### config.mk
export PLATFORM = sky130hd
export DESIGN_NAME = fifo_rd_ptr_sync
export DESIGN_NICKNAME = d
export VERILOG_FILES = /design/src/rtl/fifo_ptr_pkg.sv /design/src/rtl/gray_sync_nff.sv /design/src/rtl/fifo_rd_ptr_sync.sv
export SDC_FILE = /design/constraint.sdc
export NUM_CORES = 1
export LEC_CHECK = 0
export ABC_AREA = 1
export CAP_MARGIN = 20
export CORE_ASPECT_RATIO = 1.4
export CORE_UTILIZATION = 41
export CTS_CLUSTER_SIZE = 24
export DETAILED_ROUTE_END_ITERATION = 6
export GPL_TIMING_DRIVEN = 0
export PLACE_DENSITY = 0.73
export SYNTH_ARGS = -nofsm -noshare
export SYNTH_HDL_FRONTEND = slang
export SYNTH_SLANG_ARGS = --single-unit
### constraint.sdc
create_clock -name i_clk -period 7.09 [get_ports i_clk]
set_clock_uncertainty 0.15 [all_clocks]
set_input_delay 1.418 -clock i_clk [delete_from_list [all_inputs] [get_ports i_clk]]
set_output_delay 1.418 -clock i_clk [all_outputs]
set_load 0.05 [all_outputs]
### src/rtl/fifo_ptr_pkg.sv
// Shared pointer helpers for the async FIFO read and write pointer controllers.
// Functions work on a fixed maximum width; callers zero-extend narrower pointers
// and slice the result back, which is exact for Gray/binary conversion because
// zero upper bits do not change the prefix-XOR.
package fifo_ptr_pkg;

  localparam int unsigned PTR_MAX_W = 32;
  localparam int unsigned POP_W     = 6;

  typedef logic [PTR_MAX_W-1:0] ptr_word_t;
  typedef logic [POP_W-1:0]     pop_t;

  // Binary to reflected Gray code.
  function automatic ptr_word_t bin2gray(input ptr_word_t bin);
    return bin ^ (bin >> 1);
  endfunction

  // Reflected Gray code to binary: each binary bit is the XOR of all Gray bits at or above it.
  function automatic ptr_word_t gray2bin(input ptr_word_t gray);
    ptr_word_t bin;
    bin = '0;
    bin[PTR_MAX_W-1] = gray[PTR_MAX_W-1];
    for (int i = PTR_MAX_W - 2; i >= 0; i--) begin
      bin[i] = bin[i+1] ^ gray[i];
    end
    return bin;
  endfunction

  // Number of set bits; applied to (new_gray ^ old_gray) it gives the Hamming distance of a hop.
  function automatic pop_t gray_popcount(input ptr_word_t diff);
    pop_t cnt;
    cnt = '0;
    for (int i = 0; i < PTR_MAX_W; i++) begin
      cnt = cnt + pop_t'(diff[i]);
    end
    return cnt;
  endfunction

endpackage

### src/rtl/gray_sync_nff.sv
// Multi-flop synchronizer for a Gray-coded bus crossing into this clock domain.
// STAGES must be at least 2. All stages clear to zero on the asynchronous reset.
module gray_sync_nff #(
  parameter int unsigned WIDTH  = 5,
  parameter int unsigned STAGES = 2
) (
  input  logic             clk_i,
  input  logic             rst_i,
  input  logic [WIDTH-1:0] d_i,
  output logic [WIDTH-1:0] q_o
);

  logic [WIDTH-1:0] sync_q [STAGES];

  // Shift the asynchronous input through the flop chain, one stage per edge.
  always_ff @(posedge clk_i or posedge rst_i) begin
    if (rst_i) begin
      for (int s = 0; s < STAGES; s++) begin
        sync_q[s] <= '0;
      end
    end else begin
      sync_q[0] <= d_i;
      for (int s = 1; s < STAGES; s++) begin
        sync_q[s] <= sync_q[s-1];
      end
    end
  end

  assign q_o = sync_q[STAGES-1];

endmodule

### src/rtl/fifo_rd_ptr_sync.sv
// Read-side pointer controller of the async FIFO. Synchronizes the write Gray
// pointer, owns the read pointer (binary and Gray), and produces the registered
// empty flag, occupancy count and a sticky Gray-integrity error.
//
// Read handshake: a read fires on an i_clk edge where i_rd_en=1 and o_empty=0
// (o_empty is the inverse of "ready"). i_rd_en while o_empty=1 is dropped with no
// side effect; i_rd_en need not be held and there is no back-pressure beyond o_empty.
module fifo_rd_ptr_sync
  import fifo_ptr_pkg::*;
#(
  parameter int unsigned ADDR_WIDTH  = 4,
  parameter int unsigned SYNC_STAGES = 2
) (
  input  logic                  i_clk,
  input  logic                  i_rst,
  input  logic [ADDR_WIDTH:0]   i_wr_ptr_gray,
  input  logic                  i_rd_en,
  output logic [ADDR_WIDTH:0]   o_rd_ptr_bin,
  output logic [ADDR_WIDTH-1:0] ow_rd_addr,
  output logic [ADDR_WIDTH:0]   o_rd_ptr_gray,
  output logic                  o_empty,
  output logic [ADDR_WIDTH:0]   o_count,
  output logic                  o_gray_err
);

  localparam int unsigned PW = ADDR_WIDTH + 1;
  localparam logic [PW-1:0] DEPTH_C = {1'b1, {ADDR_WIDTH{1'b0}}};

  logic [PW-1:0] w_wr_gray_s;
  logic [PW-1:0] w_wr_bin_s;

  logic [PW-1:0] rd_bin_q,  rd_bin_d;
  logic [PW-1:0] rd_gray_q, rd_gray_d;
  logic          empty_q,   empty_d;
  logic [PW-1:0] count_q,   count_d;
  logic          err_q,     err_d;
  logic [PW-1:0] wr_gray_prev_q;

  logic          w_fire;
  logic          w_hop_err;
  logic          w_cnt_err;

  gray_sync_nff #(
    .WIDTH  (PW),
    .STAGES (SYNC_STAGES)
  ) u_wr_sync (
    .clk_i (i_clk),
    .rst_i (i_rst),
    .d_i   (i_wr_ptr_gray),
    .q_o   (w_wr_gray_s)
  );

  assign w_wr_bin_s = PW'(gray2bin(ptr_word_t'(w_wr_gray_s)));

  // Next read pointer, flags and count, all derived from the post-read pointer so
  // the draining read raises empty on the same edge that moves the pointer.
  always_comb begin
    w_fire    = i_rd_en & ~empty_q;
    rd_bin_d  = rd_bin_q + PW'(w_fire);
    rd_gray_d = PW'(bin2gray(ptr_word_t'(rd_bin_d)));
    empty_d   = (rd_gray_d == w_wr_gray_s);
    count_d   = w_wr_bin_s - rd_bin_d;
    // A legal synchronized Gray pointer moves by at most one bit per read-clock edge.
    w_hop_err = gray_popcount(ptr_word_t'(w_wr_gray_s ^ wr_gray_prev_q)) > pop_t'(1);
    w_cnt_err = (count_d > DEPTH_C);
    err_d     = err_q | w_hop_err | w_cnt_err;
  end

  // Pointer, flag and count registers; reset leaves the FIFO empty with no error.
  always_ff @(posedge i_clk or posedge i_rst) begin
    if (i_rst) begin
      rd_bin_q       <= '0;
      rd_gray_q      <= '0;
      empty_q        <= 1'b1;
      count_q        <= '0;
      err_q          <= 1'b0;
      wr_gray_prev_q <= '0;
    end else begin
      rd_bin_q       <= rd_bin_d;
      rd_gray_q      <= rd_gray_d;
      empty_q        <= empty_d;
      count_q        <= count_d;
      err_q          <= err_d;
      wr_gray_prev_q <= w_wr_gray_s;
    end
  end

  assign o_rd_ptr_bin  = rd_bin_q;
  assign ow_rd_addr    = rd_bin_q[ADDR_WIDTH-1:0];
  assign o_rd_ptr_gray = rd_gray_q;
  assign o_empty       = empty_q;
  assign o_count       = count_q;
  assign o_gray_err    = err_q;

endmodule

==> results of run 1 <==
state kept, by name, summed over array words and instances (netlist names):
signal,count
o_count,5
o_empty,1
o_gray_err,1
o_rd_ptr_bin,5
o_rd_ptr_gray,4
u_wr_sync.q_o,5
u_wr_sync.sync_q,5
wr_gray_prev_q,5
final cells by class:
class                           instances  share of cell area
Buffer                                  5              0.0193
Clock buffer                            5              0.0353
Clock inverter                          3             0.00770
Inverter                               19              0.0366
Multi-Input combinational cell         84               0.319
Sequential cell                        31               0.399
Tap cell                               40              0.0257
Timing Repair Buffer                   29               0.158
final timing paths:
path                       slack (ns)                          start                       endpoint  cells after the start
setup / recovery                 3.50                        i_rd_en           o_gray_err$_DFF_PP0_                     14
hold / removal                   0.20  u_wr_sync.sync_q[9]$_DFF_PP0_     u_wr_sync.q_o[4]$_DFF_PP0_                      0
setup reg to reg                 4.52     u_wr_sync.q_o[4]$_DFF_PP0_           o_gray_err$_DFF_PP0_                     14
hold reg to reg                  0.20  u_wr_sync.sync_q[9]$_DFF_PP0_     u_wr_sync.q_o[4]$_DFF_PP0_                      0
max in group asynchronous        4.91                          i_rst  u_wr_sync.sync_q[6]$_DFF_PP0_                      3
min in group asynchronous        1.37                          i_rst           o_count[3]$_DFF_PP0_                      2
power groups by stage:
stage / Sequential [mW] / Combinational, mW / Clock, mW
2_1_floorplan: 0.412 / 0.320 / 0
3_3_place_gp: 0.261 / 0.627 / 0
3_5_place_dp: 0.263 / 0.639 / 0
4_1_cts: 0.260 / 0.642 / 0.135
5_1_grt: 0.266 / 0.687 / 0.145
6_report: 0.259 / 0.635 / 0.129
stage by stage:
| stage | util | std cells |
|---|---|---|
| final | 0.567 | 216 |
| after global routing | 0.567 | 216 |
| after CTS | 0.567 | 216 |
| after detailed placement | 0.542 | 208 |
| after global placement | 0.534 | 207 |
| after floorplan | - | 139 |
per-layer routing:
layer	share of wire	routed length [um]	vias up
li1	-	-	494
met1	0.37	921	451
met2	0.57	1430	26
met3	0.043	107	6
met4	0.023	59	0
met5	0	0	-
critical path, delay by kind of cell:
kind	cells	cell delay, ns
AND/OR/NAND/NOR	8	0.93
adder cells (fa/ha/maj)	3	0.68
buffers and inverters	3	0.58
synthesized netlist by cell type (all sizes together):
library cell	n	area, um^2
dfstp	1	26.3
nor4	1	6.26
nand2	33	166
fa	1	20.0
buf	5	37.5
xor2	13	121
nand3	16	133
or2	2	12.5
inv	19	71.3
xnor2	3	33.8
dfrtp	30	751
nor2	7	31.3
nor3	1	10.0
ha	7	87.6
kinds of logic after synthesis:
family,after synthesis,share of synthesized area
xor gates and xnor gates,16,0.103
adders and majority gates,8,0.0714
and+or+nand+nor,60,0.238
buffers and inverters,24,0.0722
DFF,31,0.515
==> results.json, run 1 <==
{
  "die-area_um2": 3930,
  "gr-total-overflow": 0,
  "routed_via_density": 4.52,
  "avgSynthCellArea_um2": 10.8,
  "post-route-min-period_ns": 3.59,
  "fillers": 318,
  "cts_max_level": 2,
  "clock_power_share": 0.126,
  "numCtsBuffers": 5,
  "grt_max_degree": 18,
  "start_kind": "primary input",
  "use_met1": 0.149,
  "io_buffer_count": 28,
  "row_count": 25,
  "ff_latch_area_um2": 777,
  "final-setup-viol-count": 0,
  "p_switching_mw": 0.499,
  "cp.arrival_ns": 3.60,
  "p_int_mw": 0.523,
  "crit_slowest_cell": "clkdlybuf4s50_1",
  "fin_ws_ns": 3.50,
  "track_usage": 0.158,
  "cts_buffer_depth": 2,
  "fmax_mhz": 279,
  "grt_busiest_layer": "met2",
  "ant_nets": 0,
  "worst_pin_slew_ns": 0.654,
  "die_w_um": 53.3,
  "post_cts_resized": 0,
  "syn_to_final_growth_pct": 29.3,
  "status": "finished clean",
  "grtUsageMet3": 0.0435,
  "netlist_instances": 139,
  "cts_root_buf": "clkbuf_8",
  "cts_tree": "done",
  "share_comb_of_total_power": 0.621,
  "grt_pass1_wl_um": 4280,
  "critPathKind": "primary input to register",
  "multiInputGateArea_um2": 622,
  "finalMaxSlewViolations": 0,
  "met2_usage": 0.288,
  "crit_top_cell": "ha_1",
  "post-place-ws_ns": 3.18,
  "first_global_vias": 1000,
  "vdd_drop_max_v": 0.000283,
  "timing.final.crit_share": 0.506,
  "syn_area_um2": 1510,
  "dpl.hpwl_um": 2030,
  "ys.warnings.count": 0,
  "fin_area_um2": 1950,
  "gp_congestion": 0.782,
  "drc_errors": 0,
  "required_ns": 7.10,
  "crit_path_end_kind": "register",
  "post-cts-setup-buffers": 0,
  "fin_total_pwr_mw": 1.02,
  "clock_sink_count": 31,
  "synthDistinctLibCells": 23,
  "setup_tns_ns": 0,
  "synth-seq-cells": 31,
  "hp-class": "register to register",
  "n_antenna_cell": 0,
  "syn_nets": 155,
  "start_util": 0.438,
  "drive_above_1_share": 0.239,
  "clk-insertion-delay-late_ns": 0.28,
  "slew_headroom": 0.564,
  "place_area_um2": 1870,
  "powerDensity_nw_per_um2": 524,
  "core_um2": 3440,
  "maxCapViolCount": 0,
  "power_frac_seq": 0.253,
  "routedWlPerCell_um": 11.6,
  "power_leakage_nw": 0.945,
  "cp_cell_sequence": "clkdlybuf4s50_1 > inv_1 > nor2_1 > ha_1 > ha_1 > inv_1 > nand3_1 > nand2_2 > ha_1 > or2_2 > nor2_2 > nand3_1 > nand2_1 > nand2_1",
  "swShare": 0.488,
  "max_stage_delay_ns": 0.47,
  "drt_iter0_markers": 15,
  "io_pins": 29,
  "fp.dieH_um": 73.8,
  "firstDrtPassIters": 2,
  "rsz0062_at_grt": "no",
  "final_cell_mix": "dfrtp_1 (30), clkdlybuf4s50_1 (28), nand2_1 (22)",
  "routed_wl_um": 2510,
  "cts.clk_slew.worst_paths_ns": 0.06,
  "hold_ws_ns": 0.201,
  "antenna_found_initial": 0,
  "hold_viol_final": 0,
  "layout_commonest_cell": "dfrtp_1",
  "cp_max_fo": 3,
  "routed-via-count": 977,
  "seq_area_frac_synth": 0.515,
  "fin_nets": 191,
  "hold_buffers": 0
}
Note: power is estimated with default switching activity, not from simulation.
==> inputs of run 2 (changes only) <==
--- a/config.mk
+++ b/config.mk
@@ -12,7 +12,7 @@
 export CTS_CLUSTER_SIZE = 24
 export DETAILED_ROUTE_END_ITERATION = 6
 export GPL_TIMING_DRIVEN = 0
-export PLACE_DENSITY = 0.73
+export PLACE_DENSITY = 0.76
 export SYNTH_ARGS = -nofsm -noshare
 export SYNTH_HDL_FRONTEND = slang
 export SYNTH_SLANG_ARGS = --single-unit
==> constraint.sdc (replaced) <==
create_clock -name i_clk -period 3.05 [get_ports i_clk]
set_clock_uncertainty 0.15 [all_clocks]
set_input_delay 0.61 -clock i_clk [delete_from_list [all_inputs] [get_ports i_clk]]
set_output_delay 0.61 -clock i_clk [all_outputs]
set_load 0.05 [all_outputs]
==> results.json, run 2 (synthesized netlist as in run 1, its figures left out) <==
{
  "status": "finished clean",
  "crit_buf_inv": 2,
  "rsz0062_at_grt": "no",
  "hold_viol_final": 0,
  "routed_wl_um": 2500,
  "post-route-min-period_ns": 2.80,
  "cts_tree": "done",
  "io_pins": 29,
  "crit_family": "simple AND/OR/NAND/NOR gates",
  "critPathKind": "primary input to register",
  "cts_root_buf": "clkbuf_8",
  "fmax_mhz": 357,
  "cts.clk_slew.worst_paths_ns": 0.06,
  "row_count": 25,
  "cts_max_level": 2,
  "crit_path_end_kind": "register",
  "track_usage": 0.164,
  "crit_slowest_cell": "clkdlybuf4s50_1",
  "first_global_vias": 1028,
  "cp_cell_sequence": "clkdlybuf4s50_1 > inv_1 > nor2_1 > ha_1 > ha_1 > nand3_1 > nand2_2 > ha_1 > or2_2 > nor2_2 > nand3_1 > nand2_1 > nand2_1",
  "grt_max_degree": 18,
  "clock_sink_count": 31,
  "hp-class": "register to register",
  "gr-total-overflow": 0,
  "crit_top_cell": "ha_1",
  "die_w_um": 53.3,
  "hold_buffers": 0,
  "required_ns": 3.06,
  "fillers": 315,
  "routed_via_density": 4.52,
  "finalMaxSlewViolations": 0,
  "fin_util": 0.566,
  "post-cts-setup-buffers": 0,
  "slew_headroom": 0.592,
  "max_stage_delay_ns": 0.46,
  "firstDrtPassIters": 4,
  "clk-insertion-delay-late_ns": 0.28,
  "antenna_found_initial": 0,
  "cts_buffer_depth": 2,
  "cp.arrival_ns": 2.80,
  "final_cell_mix": "dfrtp_1 (30), clkdlybuf4s50_1 (28), nand2_1 (22)",
  "fp.dieH_um": 73.8,
  "timing.final.crit_share": 0.918,
  "maxCapViolCount": 0,
  "layout_commonest_cell": "dfrtp_1",
  "gp_congestion": 0.780,
  "syn_to_final_growth_pct": 29.1,
  "grt_pass1_wl_um": 4490,
  "drc_errors": 0,
  "routedWlPerCell_um": 11.6,
  "dpl.hpwl_um": 2060,
  "io_buffer_count": 28,
  "fin_nets": 191,
  "numCtsBuffers": 5,
  "final-setup-viol-count": 0,
  "post_cts_resized": 0,
  "core_um2": 3440,
  "drt_iter0_markers": 13,
  "start_kind": "primary input",
  "cp_max_fo": 3,
  "ant_nets": 0,
  "routed-via-count": 977,
  "drive_above_1_share": 0.227,
  "n_antenna_cell": 0,
  "start_util": 0.438,
  "die-area_um2": 3930,
  "worst_pin_slew_ns": 0.611
}
[run 2: changes by cell type in the layout (fill, tap and decap cells not counted), sizes merged]
cell	change
clkinv	-2
clkbuf	+2
[run 2: final cells by class]
class / instances / area (um^2) / share of cell area
sequential: 31 / 777 / 0.399
tap: 40 / 50.0 / 0.0257
timing repair buffer: 29 / 308 / 0.158
clock inverter: 1 / 5.00 / 0.00257
inverter: 19 / 71.3 / 0.0366
multi-input combinational: 84 / 622 / 0.319
buffer: 5 / 37.5 / 0.0193
clock buffer: 7 / 76.3 / 0.0392
[run 2: worst paths after layout]
check                                         startpoint                          end  slack (ns)  cells past startpoint
setup reg to reg              u_wr_sync.q_o[4]$_DFF_PP0_         o_gray_err$_DFF_PP0_        0.47                     14
min in group asynchronous                          i_rst         o_count[4]$_DFF_PP0_        0.55                      2
hold reg to reg            u_wr_sync.sync_q[7]$_DFF_PP0_   u_wr_sync.q_o[2]$_DFF_PP0_        0.20                      0
hold / removal             u_wr_sync.sync_q[7]$_DFF_PP0_   u_wr_sync.q_o[2]$_DFF_PP0_        0.20                      0
setup / recovery                                 i_rd_en         o_gray_err$_DFF_PP0_        0.25                     13
max in group asynchronous                          i_rst  wr_gray_prev_q[4]$_DFF_PP0_        1.71                      3
[run 2: metal layers]
| metal | track usage | wire [um] |
|---|---|---|
| met2 | 0.296 | 1420 |
| met1 | 0.157 | 897 |
| met3 | 0.0538 | 127 |
| met4 | 0.0877 | 51 |
| met5 | 0 | 0 |
[run 2: stage by stage]
step	hold WS [ns]	instance area (um^2)	setup TNS, ns	setup slack, ns	std cells
after floorplan	0.181	1510	0	0.493	139
after global placement	0.184	1840	0	0.0215	207
after detailed placement	0.190	1870	-0.0189	-0.0189	208
after CTS	0.203	1950	0	0.256	216
after global routing	0.206	1950	0	0.0584	216
final	0.200	1950	0	0.252	216
Power of run 2 is not shown: default switching activity piles up to over one toggle a cycle in this logic, so the estimate is an artifact.
==> inputs of run 3 (changes only) <==
--- a/config.mk
+++ b/config.mk
@@ -13,6 +13,7 @@
 export DETAILED_ROUTE_END_ITERATION = 6
 export GPL_TIMING_DRIVEN = 0
 export PLACE_DENSITY = 0.76
+export SETUP_SLACK_MARGIN = 0.2
 export SYNTH_ARGS = -nofsm -noshare
 export SYNTH_HDL_FRONTEND = slang
 export SYNTH_SLANG_ARGS = --single-unit
==> results.json, run 3 (synthesized netlist as in run 1, its figures left out) <==
{
  "status": "finished clean",
  "finalNonFillerCells": 217,
  "gp_congestion": 0.780,
  "rsz0062_at_grt": "no",
  "cts_max_level": 2,
  "fin_ws_ns": 0.337,
  "start_util": 0.438,
  "cts_root_buf": "clkbuf_8",
  "clock_sink_count": 31,
  "die_w_um": 53.3,
  "routed_wl_um": 2500,
  "io_buffer_count": 28,
  "cp_max_fo": 3,
  "drive_above_1_share": 0.260,
  "routed-via-count": 988,
  "cts_tree": "done",
  "grt_pass1_wl_um": 4490,
  "die-area_um2": 3930,
  "routed_via_density": 4.55,
  "ant_nets": 0,
  "cts_buffer_depth": 2,
  "powerDensity_nw_per_um2": 1220,
  "final_cell_mix": "dfrtp_1 (30), clkdlybuf4s50_1 (28), nand2_1 (22)",
  "n_antenna_cell": 0,
  "syn_to_final_growth_pct": 32.0,
  "fmax_mhz": 369,
  "multiInputGateArea_um2": 657,
  "layout_commonest_cell": "dfrtp_1",
  "r2r-start": "u_wr_sync.q_o[4]$_DFF_PP0_",
  "maxCapViolCount": 0,
  "worst_pin_slew_ns": 0.610,
  "max_stage_delay_ns": 0.46,
  "timing.rr.end": "o_gray_err$_DFF_PP0_",
  "numCtsBuffers": 5,
  "cp.arrival_ns": 2.72,
  "timing.final.crit_share": 0.890,
  "hp-class": "register to register",
  "post-place-ws_ns": -0.0189,
  "fp.dieH_um": 73.8,
  "cp_cell_sequence": "clkdlybuf4s50_1 > inv_1 > nor2_2 > ha_2 > ha_4 > nand3_1 > nand2_2 > ha_1 > or2_2 > nor2_2 > nand3_1 > nand2_1 > nand2_1",
  "hold_viol_final": 0,
  "cts.clk_slew.worst_paths_ns": 0.06,
  "drc_errors": 0,
  "hold_ws_ns": 0.200,
  "required_ns": 3.05,
  "power_leakage_nw": 0.943,
  "clk-insertion-delay-late_ns": 0.28,
  "final-setup-viol-count": 0,
  "routedWlPerCell_um": 11.5,
  "dp_cells": 208,
  "setup_tns_ns": 0,
  "critPathKind": "primary input to register",
  "reg2reg_slack_ns": 0.51,
  "endpoint": "o_gray_err$_DFF_PP0_",
  "startpoint": "i_rd_en",
  "row_count": 25,
  "dpl.hpwl_um": 2060,
  "ff_latch_area_um2": 777,
  "drt_iter0_markers": 10,
  "firstDrtPassIters": 4,
  "slew_headroom": 0.593,
  "vdd_drop_max_v": 0.000710,
  "grt_max_degree": 18,
  "fillers": 304,
  "finalMaxSlewViolations": 0,
  "rr_worst_depth": 14,
  "crit_path_end_kind": "register",
  "antenna_found_initial": 0,
  "min_from": "u_wr_sync.sync_q[7]$_DFF_PP0_",
  "gr-total-overflow": 0,
  "post-route-min-period_ns": 2.71,
  "crit_slowest_cell": "clkdlybuf4s50_1",
  "fin_nets": 192,
  "io_pins": 29,
  "track_usage": 0.164,
  "start_kind": "primary input",
  "core_um2": 3440,
  "first_global_vias": 1028,
  "hold_buffers": 0
}
==> run 3: cell types whose count changed in the layout (fill, tap and decap cells not counted), sizes merged <==
cell  delta
buf      +1
==> run 3: per-layer routing <==
layer,vias to the layer above,GRT usage,share of wire
met4,0,0.0877,0.031
li1,494,-,-
met5,-,0,0
met3,8,0.0538,0.053
met1,457,0.157,0.36
met2,29,0.296,0.56
==> run 3: worst min path at each step <==
| stage | end | slack (ns) | cells past startpoint |
|---|---|---|---|
| after detailed placement | u_wr_sync.q_o[2]$_DFF_PP0_ | 0.19 | 0 |
| after floorplan | u_wr_sync.q_o[0]$_DFF_PP0_ | 0.18 | 0 |
| final | u_wr_sync.q_o[2]$_DFF_PP0_ | 0.20 | 0 |
| after global placement | u_wr_sync.q_o[3]$_DFF_PP0_ | 0.18 | 0 |
| after CTS | u_wr_sync.q_o[2]$_DFF_PP0_ | 0.20 | 0 |
| after global routing | u_wr_sync.q_o[2]$_DFF_PP0_ | 0.21 | 0 |
==> run 3: layout make-up <==
cell class	instances	share of cell area
Sequential cell	31	0.391
Tap cell	40	0.0252
Multi-Input combinational cell	84	0.330
Inverter	19	0.0358
Clock buffer	7	0.0384
Timing Repair Buffer	30	0.158
Clock inverter	1	0.00252
Buffer	5	0.0189
==> run 3: report_power, final <==
group,internal [mW],total [mW],switching [mW]
clock network,0.159,0.292,0.133
registers,0.533,0.609,0.0758
logic,0.563,1.52,0.957
==> run 3: timing repair <==
| action | CTS | global route |
|---|---|---|
| hold endpoints to repair | 0 | 0 |
| endpoints found under the setup margin | 0 | 1 |
| gates resized for setup | 0 | 5 |
| buffers inserted | 0 | 1 |
==> run 3: through the flow <==
step	total power, mW	utilization	area (um^2)
3_3_place_gp	2.06	0.534	1840
3_5_place_dp	2.10	0.542	1870
5_1_grt	2.60	0.578	1990
4_1_cts	2.40	0.566	1950
6_report	2.42	0.578	1990
2_1_floorplan	1.70	-	1510
==> run 3: critical path: cells and delay by family <==
kind          cells  cell delay [ns]
simple gates      8             0.89
buf+inv           2             0.51
fa+ha+maj         3             0.71
